==> config.mk <==
export PLATFORM = sky130hd
export DESIGN_NAME = issue_ctrl
export DESIGN_NICKNAME = d
export VERILOG_FILES = /design/src/rtl/issue_ctrl_pkg.sv /design/src/rtl/hazard_cmp.sv /design/src/rtl/issue_ctrl.sv
export SDC_FILE = /design/constraint.sdc
export NUM_CORES = 1
export LEC_CHECK = 0
export BUFFER_PORTS_ARGS = -buffer_cell sky130_fd_sc_hd__buf_2
export CELL_PAD_IN_SITES_DETAIL_PLACEMENT = 0
export CELL_PAD_IN_SITES_GLOBAL_PLACEMENT = 1
export CORE_MARGIN = 1
export CORE_UTILIZATION = 35
export CTS_BUF_LIST = sky130_fd_sc_hd__clkbuf_8
export CTS_CLUSTER_SIZE = 8
export DETAILED_ROUTE_END_ITERATION = 6
export GPL_TIMING_DRIVEN = 0
export MAX_ROUTING_LAYER = met4
export PLACE_DENSITY_LB_ADDON = 0.25
export SLEW_MARGIN = 20
export SYNTH_ARGS = -nofsm -noshare
export SYNTH_HDL_FRONTEND = slang
export SYNTH_SLANG_ARGS = --single-unit
==> constraint.sdc <==
create_clock -name i_clk -period 5.35 [get_ports i_clk]
set_input_delay 0.2675 -clock i_clk [delete_from_list [all_inputs] [get_ports i_clk]]
set_output_delay 0.2675 -clock i_clk [all_outputs]
set_load 0.03 [all_outputs]
==> src/rtl/issue_ctrl_pkg.sv <==
// Shared constants and types for the in-order issue controller.
// Holds the zero-register index, the IDLE/SPLIT encoding and default sizes.
package issue_ctrl_pkg;

    localparam int REG_ZERO   = 0;
    localparam int DEF_LANES  = 2;
    localparam int DEF_REG_AW = 5;
    localparam int DEF_CNT_W  = 16;

    typedef enum logic {
        ST_IDLE  = 1'b0,
        ST_SPLIT = 1'b1
    } issue_state_e;

endpackage

==> src/rtl/hazard_cmp.sv <==
// Single-pair RAW/WAW comparator: flags a conflict when a younger lane
// depends on, or overwrites the destination of, an older lane.
module hazard_cmp
    import issue_ctrl_pkg::*;
#(
    parameter int REG_AW = DEF_REG_AW
) (
    input  logic              i_old_we,
    input  logic [REG_AW-1:0] i_old_rd,
    input  logic              i_new_we,
    input  logic [REG_AW-1:0] i_new_rd,
    input  logic [REG_AW-1:0] i_new_rs,
    input  logic              i_new_rs_use,
    input  logic [REG_AW-1:0] i_new_rt,
    input  logic              i_new_rt_use,
    output logic              o_conflict
);

    logic w_old_writes;
    logic w_raw;
    logic w_waw;

    // Writes to the zero register are discarded, so they never create a dependency.
    assign w_old_writes = i_old_we && (i_old_rd != REG_AW'(REG_ZERO));
    assign w_raw = w_old_writes &&
                   ((i_new_rs_use && (i_new_rs == i_old_rd)) ||
                    (i_new_rt_use && (i_new_rt == i_old_rd)));
    assign w_waw = w_old_writes && i_new_we && (i_new_rd == i_old_rd);
    assign o_conflict = w_raw || w_waw;

endmodule

==> src/rtl/issue_ctrl.sv <==
// In-order issue controller: issues the longest hazard-free prefix of a
// decode bundle each cycle and holds the remainder in a pending mask.
module issue_ctrl
    import issue_ctrl_pkg::*;
#(
    parameter int LANES  = DEF_LANES,
    parameter int REG_AW = DEF_REG_AW,
    parameter int CNT_W  = DEF_CNT_W
) (
    input  logic                    i_clk,
    input  logic                    i_rst,
    input  logic                    i_bundle_valid,
    output logic                    o_bundle_ready,
    input  logic [LANES-1:0]        i_lane_valid,
    input  logic [LANES-1:0]        i_lane_we,
    input  logic [LANES*REG_AW-1:0] i_lane_rd,
    input  logic [LANES*REG_AW-1:0] i_lane_rs,
    input  logic [LANES*REG_AW-1:0] i_lane_rt,
    input  logic [LANES-1:0]        i_lane_rs_use,
    input  logic [LANES-1:0]        i_lane_rt_use,
    input  logic                    i_ex_stall,
    input  logic                    i_flush,
    output logic [LANES-1:0]        o_lane_ce,
    output logic [CNT_W-1:0]        o_split_cycles
);

    logic [LANES-1:0] r_pend;
    logic [CNT_W-1:0] r_cnt;

    issue_state_e     w_state;
    logic [LANES-1:0] w_cand;
    logic [LANES-1:0] w_grp;
    logic [LANES-1:0] w_rem;
    logic             w_issue;
    logic             w_blocked;
    logic             w_hit;
    logic             w_conf [LANES][LANES];

    // w_conf[j][i]: younger lane j conflicts with older lane i.
    for (genvar j = 0; j < LANES; j++) begin : g_new
        for (genvar i = 0; i < LANES; i++) begin : g_old
            if (i < j) begin : g_pair
                hazard_cmp #(.REG_AW(REG_AW)) u_cmp (
                    .i_old_we     (i_lane_we[i]),
                    .i_old_rd     (i_lane_rd[i*REG_AW +: REG_AW]),
                    .i_new_we     (i_lane_we[j]),
                    .i_new_rd     (i_lane_rd[j*REG_AW +: REG_AW]),
                    .i_new_rs     (i_lane_rs[j*REG_AW +: REG_AW]),
                    .i_new_rs_use (i_lane_rs_use[j]),
                    .i_new_rt     (i_lane_rt[j*REG_AW +: REG_AW]),
                    .i_new_rt_use (i_lane_rt_use[j]),
                    .o_conflict   (w_conf[j][i])
                );
            end else begin : g_none
                assign w_conf[j][i] = 1'b0;
            end
        end
    end

    assign w_state = (r_pend == '0) ? ST_IDLE : ST_SPLIT;
    assign w_cand  = (w_state == ST_IDLE) ? i_lane_valid : r_pend;

    // Stop at the first candidate that conflicts with anything already chosen;
    // non-candidate lanes are skipped without ending the prefix.
    always_comb begin
        w_grp     = '0;
        w_blocked = 1'b0;
        w_hit     = 1'b0;
        for (int j = 0; j < LANES; j++) begin
            w_hit = 1'b0;
            for (int i = 0; i < LANES; i++) begin
                if ((i < j) && w_grp[i] && w_conf[j][i]) begin
                    w_hit = 1'b1;
                end
            end
            if (w_cand[j] && !w_blocked) begin
                if (w_hit) begin
                    w_blocked = 1'b1;
                end else begin
                    w_grp[j] = 1'b1;
                end
            end
        end
    end

    assign w_issue        = i_bundle_valid && !i_ex_stall && !i_flush && !i_rst;
    assign w_rem          = w_cand & ~w_grp;
    assign o_lane_ce      = w_issue ? w_grp : '0;
    assign o_bundle_ready = w_issue && (w_rem == '0);
    assign o_split_cycles = r_cnt;

    always_ff @(posedge i_clk or posedge i_rst) begin
        if (i_rst) begin
            r_pend <= '0;
            r_cnt  <= '0;
        end else begin
            if (i_flush) begin
                r_pend <= '0;
            end else if (w_issue) begin
                r_pend <= w_rem;
            end
            if (w_issue && (w_rem != '0) && (r_cnt != {CNT_W{1'b1}})) begin
                r_cnt <= r_cnt + CNT_W'(1);
            end
        end
    end

endmodule
Yosys cells after proc, flatten, opt, wreduce, memory -nomap -nowiden
Index checks and enable logic that the tools add are counted.
{"block": "totals", "ff_bits": 18, "wordCells": 40, "output_inout_bits": 19}
{"block": "classes", "n_addsub": 1, "reduce_logical": 23, "bitwise": 2, "mux": 8, "eq_ne": 4}
{"op": "$add A16 B1 Y16 const B", "n": 1}
{"op": "$ne A16 B16 Y1 const B", "n": 1}
{"op": "$eq A5 B5 Y1", "n": 3}
{"op": "$logic_and A1 B1 Y1", "n": 13}
{"op": "$mux W2", "n": 4}
{"op": "$reduce_bool A5 Y1", "n": 1}
{"op": "$logic_not A2 Y1", "n": 2}
{"op": "$mux W1", "n": 4}
{"op": "$reduce_bool A2 Y1", "n": 2}
{"op": "$logic_not A1 Y1", "n": 3}
{"op": "$and A2 B2 Y2", "n": 1}
{"op": "$logic_or A1 B1 Y1", "n": 2}
{"op": "$not A2 Y2", "n": 1}

Depth between registers and ports, before layout
Gate-level depths: netlist (run 1).
{"block": "depth", "word_depth": 14, "mapped_depth": 8, "mapped_depth_nobuf": 7}

By module
From an unflattened synthesis (run 1), not the netlist that was laid out.
{"block": "unflattened", "hier_cells": 106, "hier_area_um2": 1107.3}
{"module": "issue_ctrl", "seq_area_each_um2": 425.4, "area_each_um2": 910.9, "cells_per_inst": 82, "n_inst": 1}
{"module": "hazard_cmp", "seq_area_each_um2": 0.0, "area_each_um2": 196.4, "cells_per_inst": 24, "n_inst": 1}

Worst setup path before layout (run 1)
No wires, ideal clock.
{"block": "synth_path", "kind": "input-to-output", "start": "input port i_lane_rd[6]", "end": "output port o_lane_ce[1]", "path_buffers": 2, "path_slack_ns": 2.906, "required_ns": 5.083, "arrival_ns": 2.177, "cell_stages": 7, "cell_sequence": "xor2_1 > nor4_1 > and3_1 > or3_2 > buf_6 > clkbuf_1 > a211oi_1"}
{"block": "synth_between", "elab_chain_cells": 8}
{"element": "start: declaration", "line": "issue_ctrl.sv:16", "source": "input logic [LANES*REG_AW-1:0] i_lane_rd,"}
{"element": "$eq A5 B5 Y1", "line": "hazard_cmp.sv:28", "source": "assign w_waw = w_old_writes && i_new_we && (i_new_rd == i_old_rd);"}
{"element": "$logic_and A1 B1 Y1", "line": "hazard_cmp.sv:28"}
{"element": "$logic_or A1 B1 Y1", "line": "hazard_cmp.sv:29", "source": "assign o_conflict = w_raw || w_waw;"}
{"element": "$logic_and A1 B1 Y1", "line": "issue_ctrl.sv:72", "source": "if ((i < j) && w_grp[i] && w_conf[j][i]) begin"}
{"element": "$mux W1", "line": "issue_ctrl.sv:72"}
{"element": "$mux W1", "line": "issue_ctrl.sv:77", "source": "if (w_hit) begin"}
{"element": "$mux W1", "line": "issue_ctrl.sv:76", "source": "if (w_cand[j] && !w_blocked) begin"}
{"element": "$mux W2", "line": "issue_ctrl.sv:88", "source": "assign o_lane_ce = w_issue ? w_grp : '0;"}
{"element": "end: declaration", "line": "issue_ctrl.sv:23", "source": "output logic [LANES-1:0] o_lane_ce,"}
Every way passes these cells.

Worst setup path in the final report (run 1)
{"block": "layout_path", "start": "input port i_lane_rd[4]", "end": "output port o_lane_ce[1]"}
{"block": "layout_between", "elab_chain_cells": 10}
{"element": "$eq A5 B5 Y1, or another cell as far along", "line": "hazard_cmp.sv:26", "source": "((i_new_rs_use && (i_new_rs == i_old_rd)) ||"}
{"element": "$logic_and A1 B1 Y1 (on tied branches)", "line": "hazard_cmp.sv:26, hazard_cmp.sv:24, hazard_cmp.sv:27"}
{"element": "$logic_or A1 B1 Y1 or $logic_and A1 B1 Y1 (tied branches)", "line": "hazard_cmp.sv:26, hazard_cmp.sv:28"}
{"element": "$logic_and A1 B1 Y1 (on tied branches)", "line": "hazard_cmp.sv:25, hazard_cmp.sv:28"}
{"element": "$logic_or A1 B1 Y1 *", "line": "hazard_cmp.sv:29"}
{"element": "$logic_and A1 B1 Y1 *", "line": "issue_ctrl.sv:72"}
{"element": "$mux W1 *", "line": "issue_ctrl.sv:72"}
{"element": "$mux W1 *", "line": "issue_ctrl.sv:77"}
{"element": "$mux W1 *", "line": "issue_ctrl.sv:76"}
{"element": "$mux W2 *", "line": "issue_ctrl.sv:88"}
Mark *: on every way between the ends. The rest lies on a longest branch, timed or not.

==> results.py, run 1 <==
metrics = {
    "status": {
        "status": "finished clean",
    },
    "grt": {
        "grt_pass1_wl_um": 4091,
        "antenna_found_initial": 0,
        "gr-usage-all-layers": 0.1616,
        "grt.overflow.total": 0,
        "grt_pass1_vias": 972,
        "grt_start_max_net_pins": 18,
    },
    "setup_path": {
        "r2r_cells": 7,
        "path_max_fanout": 10,
        "cpMostUsedCell": "buf_2",
        "r2r_slack_ns": 3.07,
        "endpoint_kind": "output port",
        "reg2reg_to": "o_split_cycles[1]$_DFFE_PP0P_",
        "cpPeakStageDelay_ns": 0.48,
        "crit_required_ns": 5.08,
        "path_class": "in -> out",
        "path_cells": "buf_2 > xor2_1 > nor4_1 > and3_1 > or3_2 > buf_6 > clkbuf_1 > a211oi_1 > buf_2",
        "rr_startpoint": "o_split_cycles[0]$_DFFE_PP0P_",
        "crit_buf_inv": 4,
        "cp_top_family": "buffers and inverters",
        "worstPathArrival_ns": 2.20,
        "slowest_stage": "or3_2",
        "worstSetupStartpointType": "input pin",
    },
    "yosys": {
        "synth_area_sq_um": 1136,
        "synth-edff-count": 0,
        "syn_inst": 119,
        "avgSynthCellArea_sq_um": 9.547,
        "seq_area_frac_synth": 0.3744,
        "syn_nets": 163,
        "yosys.area.top_type": "dfrtp_1",
        "synthFlopType": "dfrtp_1",
        "async_flop_share": 1.000,
        "ys_warn_count": 0,
        "yosysTopAreaCellShare": 0.3744,
        "synth_cell_types": 30,
        "synth_area_leaders": "dfrtp_1 (37%), xnor2_1 (13%), xor2_1 (9.3%), and3_1 (4.4%), nand3_1 (4.4%)",
        "ys_ff_latch": 17,
    },
    "sta": {
        "fin_crit_sh": 0.4610,
        "fin_hold_ws_ns": 0.1143,
        "setup_violations": 0,
        "slew_headroom": 0.5480,
        "finalHoldViolations": 0,
        "skew_ns": 0.001159,
        "finalMaxSlewViolations": 0,
        "rsz0062_at_grt": "false",
        "setup-tns-final_ns": 0,
        "min_period_ns": 2.467,
        "worst_pin_slew_ns": 0.6692,
        "fmax_mhz": 405.4,
    },
    "finish": {
        "finalNonFillerCells": 216,
        "final_area_sq_um": 1481,
        "mostFrequentLayoutCells": "buf_2 (49), xnor2_1 (17), dfrtp_1 (17), xor2_1 (12), nand3_1 (10)",
        "area_growth_pct": 30.40,
        "final_common_cell": "buf_2",
        "drive_gt1_frac": 0.3547,
        "fin_nets": 217,
        "diodes": 0,
    },
    "clock_network": {
        "cts_tree": "yes",
        "post_cts_buffers": 0,
        "hold_buffers": 0,
        "clock_latency_ns": 0.25,
        "cts_made_buffers": 3,
        "cts_sinks": 17,
        "clk_pin_slew_ns": 0.06,
        "clock-root-buffer": "clkbuf_8",
        "ctsResizeCount": 0,
        "clockBufferDepth": 2,
        "htree_levels": 1,
    },
    "power_and_ir_drop": {
        "irDropWorstVdd_uv": 86.74,
        "p_leak_nw": 0.7261,
        "p_total_uw": 262.5,
        "p_per_area_nw_per_um2": 177.2,
    },
    "floorplanning": {
        "initial_core_util": 0.3691,
        "ios": 62,
        "core_sq_um": 3078,
        "fp.dieH_um": 58.98,
        "row_count": 20,
        "fp.dieW_um": 58.98,
        "die_area_sq_um": 3478,
    },
    "run": {
        "cap_violations": 0,
    },
    "drt": {
        "via_per_inst": 4.949,
        "antenna_left": 0,
        "drc_errors": 0,
        "vias": 1069,
        "wl_um": 2639,
        "wl_per_cell_um": 12.22,
        "firstDrtPassIters": 4,
        "drt_first_iter_violations": 30,
    },
    "placed_design": {
        "numPortBuffers": 49,
        "finalWeightedCongestion": 0.8472,
        "place_area_sq_um": 1436,
        "hpwlAfterDp_um": 2057,
        "place_inst": 212,
    },
    "worst_hold_path": {
        "min_path_type": "in -> async",
    },
}
## state kept, by name (all words and copies together) (netlist names)
name and count:
o_split_cycles 16, r_pend 1
## through the flow
| stage | setup WS (ns) | utilization |
|---|---|---|
| floorplan | 2.906 | - |
| global placement | 2.908 | 0.4667 |
| detailed placement | 2.890 | 0.4667 |
| CTS | 2.884 | 0.4813 |
| global route | 2.800 | 0.4813 |
| finish | 2.883 | 0.4813 |
## per-layer routing
metal  GRT usage  share of wire  vias to the layer above
met3     0.02402          0.064                        5
met2      0.2808           0.49                       36
met1      0.1837           0.44                      496
li1            -              -                      532
met4     0.07143          0.015                        0
met5           -              0                        -
## power breakdown
| part | internal (mW) | switching, mW | leakage (nW) | total, mW |
|---|---|---|---|---|
| Combinational | 0.0176 | 0.0199 | 0.462 | 0.0375 |
| Sequential | 0.129 | 0.000502 | 0.237 | 0.129 |
| Clock | 0.0510 | 0.0445 | 0.0269 | 0.0955 |
## synthesized netlist by cell type (2+ instances only)
| library cell | number |
|---|---|
| nand4_1 | 7 |
| inv_1 | 3 |
| nor3_1 | 4 |
| a21oi_1 | 2 |
| xnor2_1 | 17 |
| a211oi_1 | 2 |
| nand3_1 | 10 |
| nor3b_1 | 2 |
| xor2_1 | 12 |
| dfrtp_1 | 17 |
| nand2_1 | 9 |
| nor4_1 | 4 |
| and3_1 | 8 |
| nor2_1 | 6 |
## worst max path at each step
stage,endpoint,slack [ns],start,cells past startpoint
floorplan,o_lane_ce[1],2.91,i_lane_rd[6],7
global placement,o_lane_ce[1],2.91,i_lane_rd[1],9
detailed placement,o_lane_ce[1],2.89,i_lane_rd[4],9
CTS,o_lane_ce[1],2.88,i_lane_rd[4],9
global route,o_lane_ce[1],2.80,i_lane_rd[3],9
finish,o_lane_ce[1],2.88,i_lane_rd[4],9
## kinds of logic after synthesis
kind of cell / after synthesis / share of synthesized area
mux: 2 / 0.02312
flops: 17 / 0.3745
fa+ha+maj: 1 / 0.01101
buf+inv: 6 / 0.02752
simple gates: 57 / 0.2775
xor+xnor: 29 / 0.2236
compound gates: 7 / 0.06278
## area by class of cell
type                       count  area [sq um]
inverter                       4         16.27
sequential                    17         425.4
clock buffer                   3         41.29
timing repair buffer          49         245.2
fill                         334          1597
clock inverter                 1         3.754
buffer                         2         15.01
tap                           44         55.05
multi-input combinational     96         679.4
Note: power is estimated with default switching activity, not from simulation.
==> run 2, diff against run 1 <==
- CORE_UTILIZATION: 35 -> 33
- clock period: 5.35 -> 2.3 ns (I/O delays scaled with it)
==> results.py, run 2 (synthesis results as in run 1) <==
metrics = {
    "status": {
        "status": "finished clean",
    },
    "sta": {
        "slew_headroom": 0.5673,
        "skew_ns": 0.004117,
        "rsz0062_at_grt": "false",
        "fmax_mhz": 475.0,
        "finalMaxSlewViolations": 0,
        "fin_hold_ws_ns": 0.03977,
        "worst_pin_slew_ns": 0.6483,
        "finalHoldViolations": 0,
        "worst_slack_ns": 0.1946,
        "fin_crit_sh": 0.9154,
        "setup_violations": 0,
        "setup-tns-final_ns": 0,
        "min_period_ns": 2.105,
    },
    "setup_path": {
        "endpoint_kind": "output port",
        "r2r_cells": 7,
        "path_class": "in -> out",
        "worstPathArrival_ns": 1.99,
        "cpMostUsedCell": "buf_2",
        "path_max_fanout": 10,
        "path_cells": "buf_2 > xor2_1 > nor4_1 > and3_1 > or3_2 > buf_6 > clkbuf_1 > a211oi_1 > buf_2",
        "slowest_stage": "or3_2",
        "crit_required_ns": 2.18,
        "worstSetupStartpointType": "input pin",
        "cpPeakStageDelay_ns": 0.48,
    },
    "finish": {
        "mostFrequentLayoutCells": "buf_2 (49), xnor2_1 (17), dfrtp_1 (17), xor2_1 (12), nand3_1 (10)",
        "diodes": 0,
        "largest_reg_flops": 16,
        "final_common_cell": "buf_2",
        "fin_nets": 218,
        "drive_gt1_frac": 0.3584,
        "area_growth_pct": 31.94,
    },
    "placed_design": {
        "dp_slack_ns": 0.05968,
        "numPortBuffers": 49,
        "hpwlAfterDp_um": 2093,
        "finalWeightedCongestion": 0.7997,
    },
    "clock_network": {
        "htree_levels": 1,
        "cts_made_buffers": 3,
        "clock_latency_ns": 0.25,
        "cts_sinks": 17,
        "cts_tree": "yes",
        "clock-root-buffer": "clkbuf_8",
        "clk_pin_slew_ns": 0.06,
        "clockBufferDepth": 2,
    },
    "drt": {
        "wl_met1_um": 1245,
        "drt_first_iter_violations": 32,
        "wl_um": 2645,
        "dr_wl_met2_um": 1205,
        "firstDrtPassIters": 4,
        "vias": 1056,
        "via_per_inst": 4.866,
        "highest_layer": "met4",
        "dr_wl_met3_um": 173,
        "antenna_left": 0,
        "drc_errors": 0,
        "wl_per_cell_um": 12.19,
    },
    "power_and_ir_drop": {
        "p_leak_nw": 0.7305,
        "irDropWorstVdd_uv": 254.0,
        "p_total_uw": 603.6,
        "p_per_area_nw_per_um2": 402.7,
    },
    "floorplanning": {
        "fp.dieW_um": 60.68,
        "ios": 62,
        "fp.dieH_um": 60.68,
        "core_sq_um": 3153,
        "initial_core_util": 0.3603,
        "row_count": 20,
        "die_area_sq_um": 3681,
    },
    "grt": {
        "grt_pass1_wl_um": 4126,
        "gr-usage-all-layers": 0.1565,
        "antenna_found_initial": 0,
        "grt.overflow.total": 0,
        "grt_pass1_vias": 950,
        "grt_start_max_net_pins": 18,
    },
    "worst_hold_path": {
        "min_path_type": "in -> reg",
        "hold_depth": 2,
    },
    "run": {
        "cap_violations": 0,
    },
}
[run 2: cell type report]
cell class	count	area, sq um
clock buffer	3	41.29
inverter	4	16.27
buffer	2	15.01
fill	324	1654
clock inverter	1	3.754
tap	44	55.05
timing repair buffer	50	255.2
sequential	17	425.4
multi-input combinational	96	686.9
[run 2: worst paths after layout]
kind                                                     start                              to  slack [ns]
worst max-delay path                              i_lane_rd[1]                    o_lane_ce[1]        0.19
worst min-delay path                                   i_flush           r_pend[1]$_DFFE_PP0P_        0.04
worst max register to register   o_split_cycles[0]$_DFFE_PP0P_   o_split_cycles[1]$_DFFE_PP0P_        0.26
worst min register to register  o_split_cycles[10]$_DFFE_PP0P_  o_split_cycles[10]$_DFFE_PP0P_        0.51
max in group asynchronous                                i_rst   o_split_cycles[6]$_DFFE_PP0P_        1.36
min in group asynchronous                                i_rst   o_split_cycles[2]$_DFFE_PP0P_        0.52
[run 2: stage by stage]
stage	instance area, sq um	utilization	cells
final	1499	0.4754	217
after global routing	1499	0.4754	217
after CTS	1491	0.4730	217
after detailed placement	1436	0.4556	212
after global placement	1436	0.4556	212
after floorplan	1136	-	119
[run 2: repair_timing]
action	4_1_cts	5_1_grt
hold buffers	1	0
setup endpoints to repair	0	1
hold endpoints to repair	17	0
setup buffers	0	0
resized for setup	0	1
[run 2: critical path, delay by kind of cell]
family,cells,cell delay [ns]
compound gates,1,0.24
xor+xnor,1,0.16
buf+inv,4,0.75
simple gates,3,0.72
[run 2: metal layers]
metal,up-vias,track usage
met5,-,-
met4,0,0.05844
met3,4,0.02132
met2,41,0.2653
met1,480,0.1888
li1,531,-
[run 2: where the power goes]
| part | switching (mW) | internal (mW) | total [mW] |
|---|---|---|---|
| Sequential | 0.00126 | 0.300 | 0.301 |
| Clock | 0.0953 | 0.118 | 0.214 |
| Combinational | 0.0466 | 0.0421 | 0.0887 |
| Total | 0.143 | 0.460 | 0.604 |
==> run 3, diff against run 2 <==
- ABC_AREA: unset -> 1
- CORE_UTILIZATION: 33 -> 32
- CTS_CLUSTER_SIZE: 8 -> unset
- PLACE_DENSITY: unset -> 0.78
- PLACE_DENSITY_LB_ADDON: 0.25 -> unset
==> results.py, run 3 <==
metrics = {
    "clock_network": {
        "cts_tree": "yes",
        "clock_latency_ns": 0.25,
        "cts_made_buffers": 3,
        "clk_pin_slew_ns": 0.06,
        "post_cts_buffers": 0,
        "htree_levels": 1,
        "clock-root-buffer": "clkbuf_8",
        "clockBufferDepth": 2,
        "cts_sinks": 17,
    },
    "yosys": {
        "yosys.area.top_type": "dfrtp_1",
        "yosysMostFrequentCell": "nand2_1",
        "synth_top_cells_by_count": "nand2_1 (108), inv_1 (29), nor2_1 (27)",
        "async_flop_share": 1.000,
        "ys_ff_latch": 17,
        "avgSynthCellArea_sq_um": 6.096,
        "ys_warn_count": 0,
        "synth_cell_types": 20,
        "synthFlopType": "dfrtp_1",
        "synth-edff-count": 0,
        "synth_area_sq_um": 1384,
        "yosysTopAreaCellShare": 0.3074,
        "seq_area_frac_synth": 0.3074,
        "syn_inst": 227,
        "synth_area_leaders": "dfrtp_1 (31%), nand2_1 (29%), inv_1 (7.9%), nor2_1 (7.3%), xor2_1 (5.1%)",
        "syn_nets": 271,
    },
    "setup_path": {
        "slowest_stage": "dlygate4sd3_1",
        "cpMostUsedCell": "buf_2",
        "r2r_slack_ns": 0.50,
        "endpoint_kind": "output port",
        "path_class": "in -> out",
        "worstSetupStartpointType": "input pin",
        "path_max_fanout": 18,
        "worstPathArrival_ns": 1.82,
        "cpPeakStageDelay_ns": 0.53,
        "path_cells": "dlygate4sd3_1 > buf_2 > clkinvlp_4 > nand3_1 > nor2_1 > and2_1 > buf_2",
        "crit_required_ns": 2.18,
    },
    "grt": {
        "antenna_found_initial": 0,
        "grt_pass1_vias": 1271,
        "grt_start_max_net_pins": 19,
        "gr-usage-all-layers": 0.1652,
        "grt_pass1_wl_um": 5651,
        "grt.overflow.total": 0,
    },
    "drt": {
        "drc_errors": 0,
        "wl_per_cell_um": 10.02,
        "drt_first_iter_violations": 71,
        "firstDrtPassIters": 4,
        "antenna_left": 0,
        "via_per_inst": 4.266,
        "wl_um": 3315,
        "vias": 1412,
    },
    "finish": {
        "final_common_cell": "nand2_1",
        "area_growth_pct": 26.49,
        "mostFrequentLayoutCells": "nand2_1 (108), buf_2 (49), inv_1 (29), nor2_1 (27), dfrtp_1 (17)",
        "fin_nets": 326,
        "diodes": 0,
        "largest_reg_flops": 16,
        "drive_gt1_frac": 0.2313,
    },
    "sta": {
        "setup_violations": 0,
        "worst_slack_ns": 0.3634,
        "setup-tns-final_ns": 0,
        "fin_crit_sh": 0.8420,
        "min_period_ns": 1.937,
        "rsz0062_at_grt": "false",
        "slew_headroom": 0.7435,
        "skew_ns": 0.0007675,
        "finalHoldViolations": 0,
        "fmax_mhz": 516.4,
        "finalMaxSlewViolations": 0,
        "worst_pin_slew_ns": 0.3840,
    },
    "placed_design": {
        "numPortBuffers": 49,
        "finalWeightedCongestion": 0.8510,
        "hpwlAfterDp_um": 2736,
        "dp_slack_ns": 0.3203,
    },
    "floorplanning": {
        "fp.dieW_um": 67.76,
        "fp.dieH_um": 67.76,
        "die_area_sq_um": 4591,
        "initial_core_util": 0.3386,
        "row_count": 23,
        "ios": 62,
        "core_sq_um": 4086,
    },
    "power_and_ir_drop": {
        "p_total_uw": 615.3,
        "p_leak_nw": 1.075,
        "p_per_area_nw_per_um2": 351.5,
        "irDropWorstVdd_uv": 213.5,
    },
    "status": {
        "status": "finished clean",
    },
    "worst_hold_path": {
        "min_path_type": "in -> reg",
    },
    "run": {
        "cap_violations": 0,
    },
}
run 3: cell types whose count changed in the layout (fill, tap and decap cells not counted), sizes merged, moves of 4 or more:
cell / change
and3: -9
xor2: -4
nor2: +22
xnor2: -11
inv: +29
nand2: +98
run 3: layout make-up:
cell class | count | area [sq um]
plain buffers | 2 | 22.52
well taps | 50 | 62.56
clock buffers | 3 | 41.29
repair buffers | 50 | 255.2
multi-input cells | 175 | 812.0
clock inverters | 1 | 3.754
flip-flops and latches | 17 | 425.4
inverters | 33 | 127.6
fillers | 467 | 2336
run 3: worst max-delay path: cells and delay by family:
family | cells | cell delay, ns
buf+inv | 4 | 1.12
simple gates | 3 | 0.58
run 3: worst paths after layout:
check	from	end	cells past startpoint
min in group asynchronous	i_rst	o_split_cycles[3]$_DFFE_PP0P_	3
max in group asynchronous	i_rst	o_split_cycles[13]$_DFFE_PP0P_	3
setup reg to reg	o_split_cycles[0]$_DFFE_PP0P_	o_split_cycles[12]$_DFFE_PP0P_	8
hold reg to reg	o_split_cycles[13]$_DFFE_PP0P_	o_split_cycles[13]$_DFFE_PP0P_	2
hold / removal	i_flush	r_pend[1]$_DFFE_PP0P_	2
setup / recovery	i_rst	o_lane_ce[1]	7
run 3: through the flow:
stage,instances,hold slack (ns),instance area [sq um],utilization
after global routing,331,0.05223,1750,0.4284
after global placement,326,0.2509,1692,0.4140
after CTS,331,0.05700,1747,0.4274
after floorplan,227,0.04955,1384,-
final,331,0.05695,1750,0.4284
after detailed placement,326,0.2536,1692,0.4140
run 3: layer usage:
layer / vias up / routed length (um) / GRT usage
met5: - / 0 / -
met4: 0 / 11 / 0.02394
met3: 3 / 179 / 0.03209
met2: 33 / 1311 / 0.2438
met1: 584 / 1812 / 0.2352
li1: 792 / - / -
run 3: cell families (layout without fill, tap and decap cells):
group | Yosys count | after routing | share of synthesized area
flip-flops | 17 | 17 | 0.3074
XOR/XNOR | 14 | 14 | 0.08861
adder cells (fa/ha/maj) | 1 | 1 | 0.009040
AO/OA/AOI/OAI | 2 | 2 | 0.009040
buffers and inverters | 35 | 89 | 0.1058
AND/OR/NAND/NOR | 158 | 158 | 0.4801
run 3: what timing repair did:
action                     4_1_cts  5_1_grt
hold endpoints to repair        17        0
setup endpoints to repair        0       11
hold buffers                     1        0
resized for setup                0        1
run 3: power by group:
part	internal (mW)	switching, mW	leakage (nW)
clock network	0.119	0.102	0.0269
logic	0.0392	0.0551	0.810
registers	0.300	0.00102	0.238
total	0.458	0.158	1.07
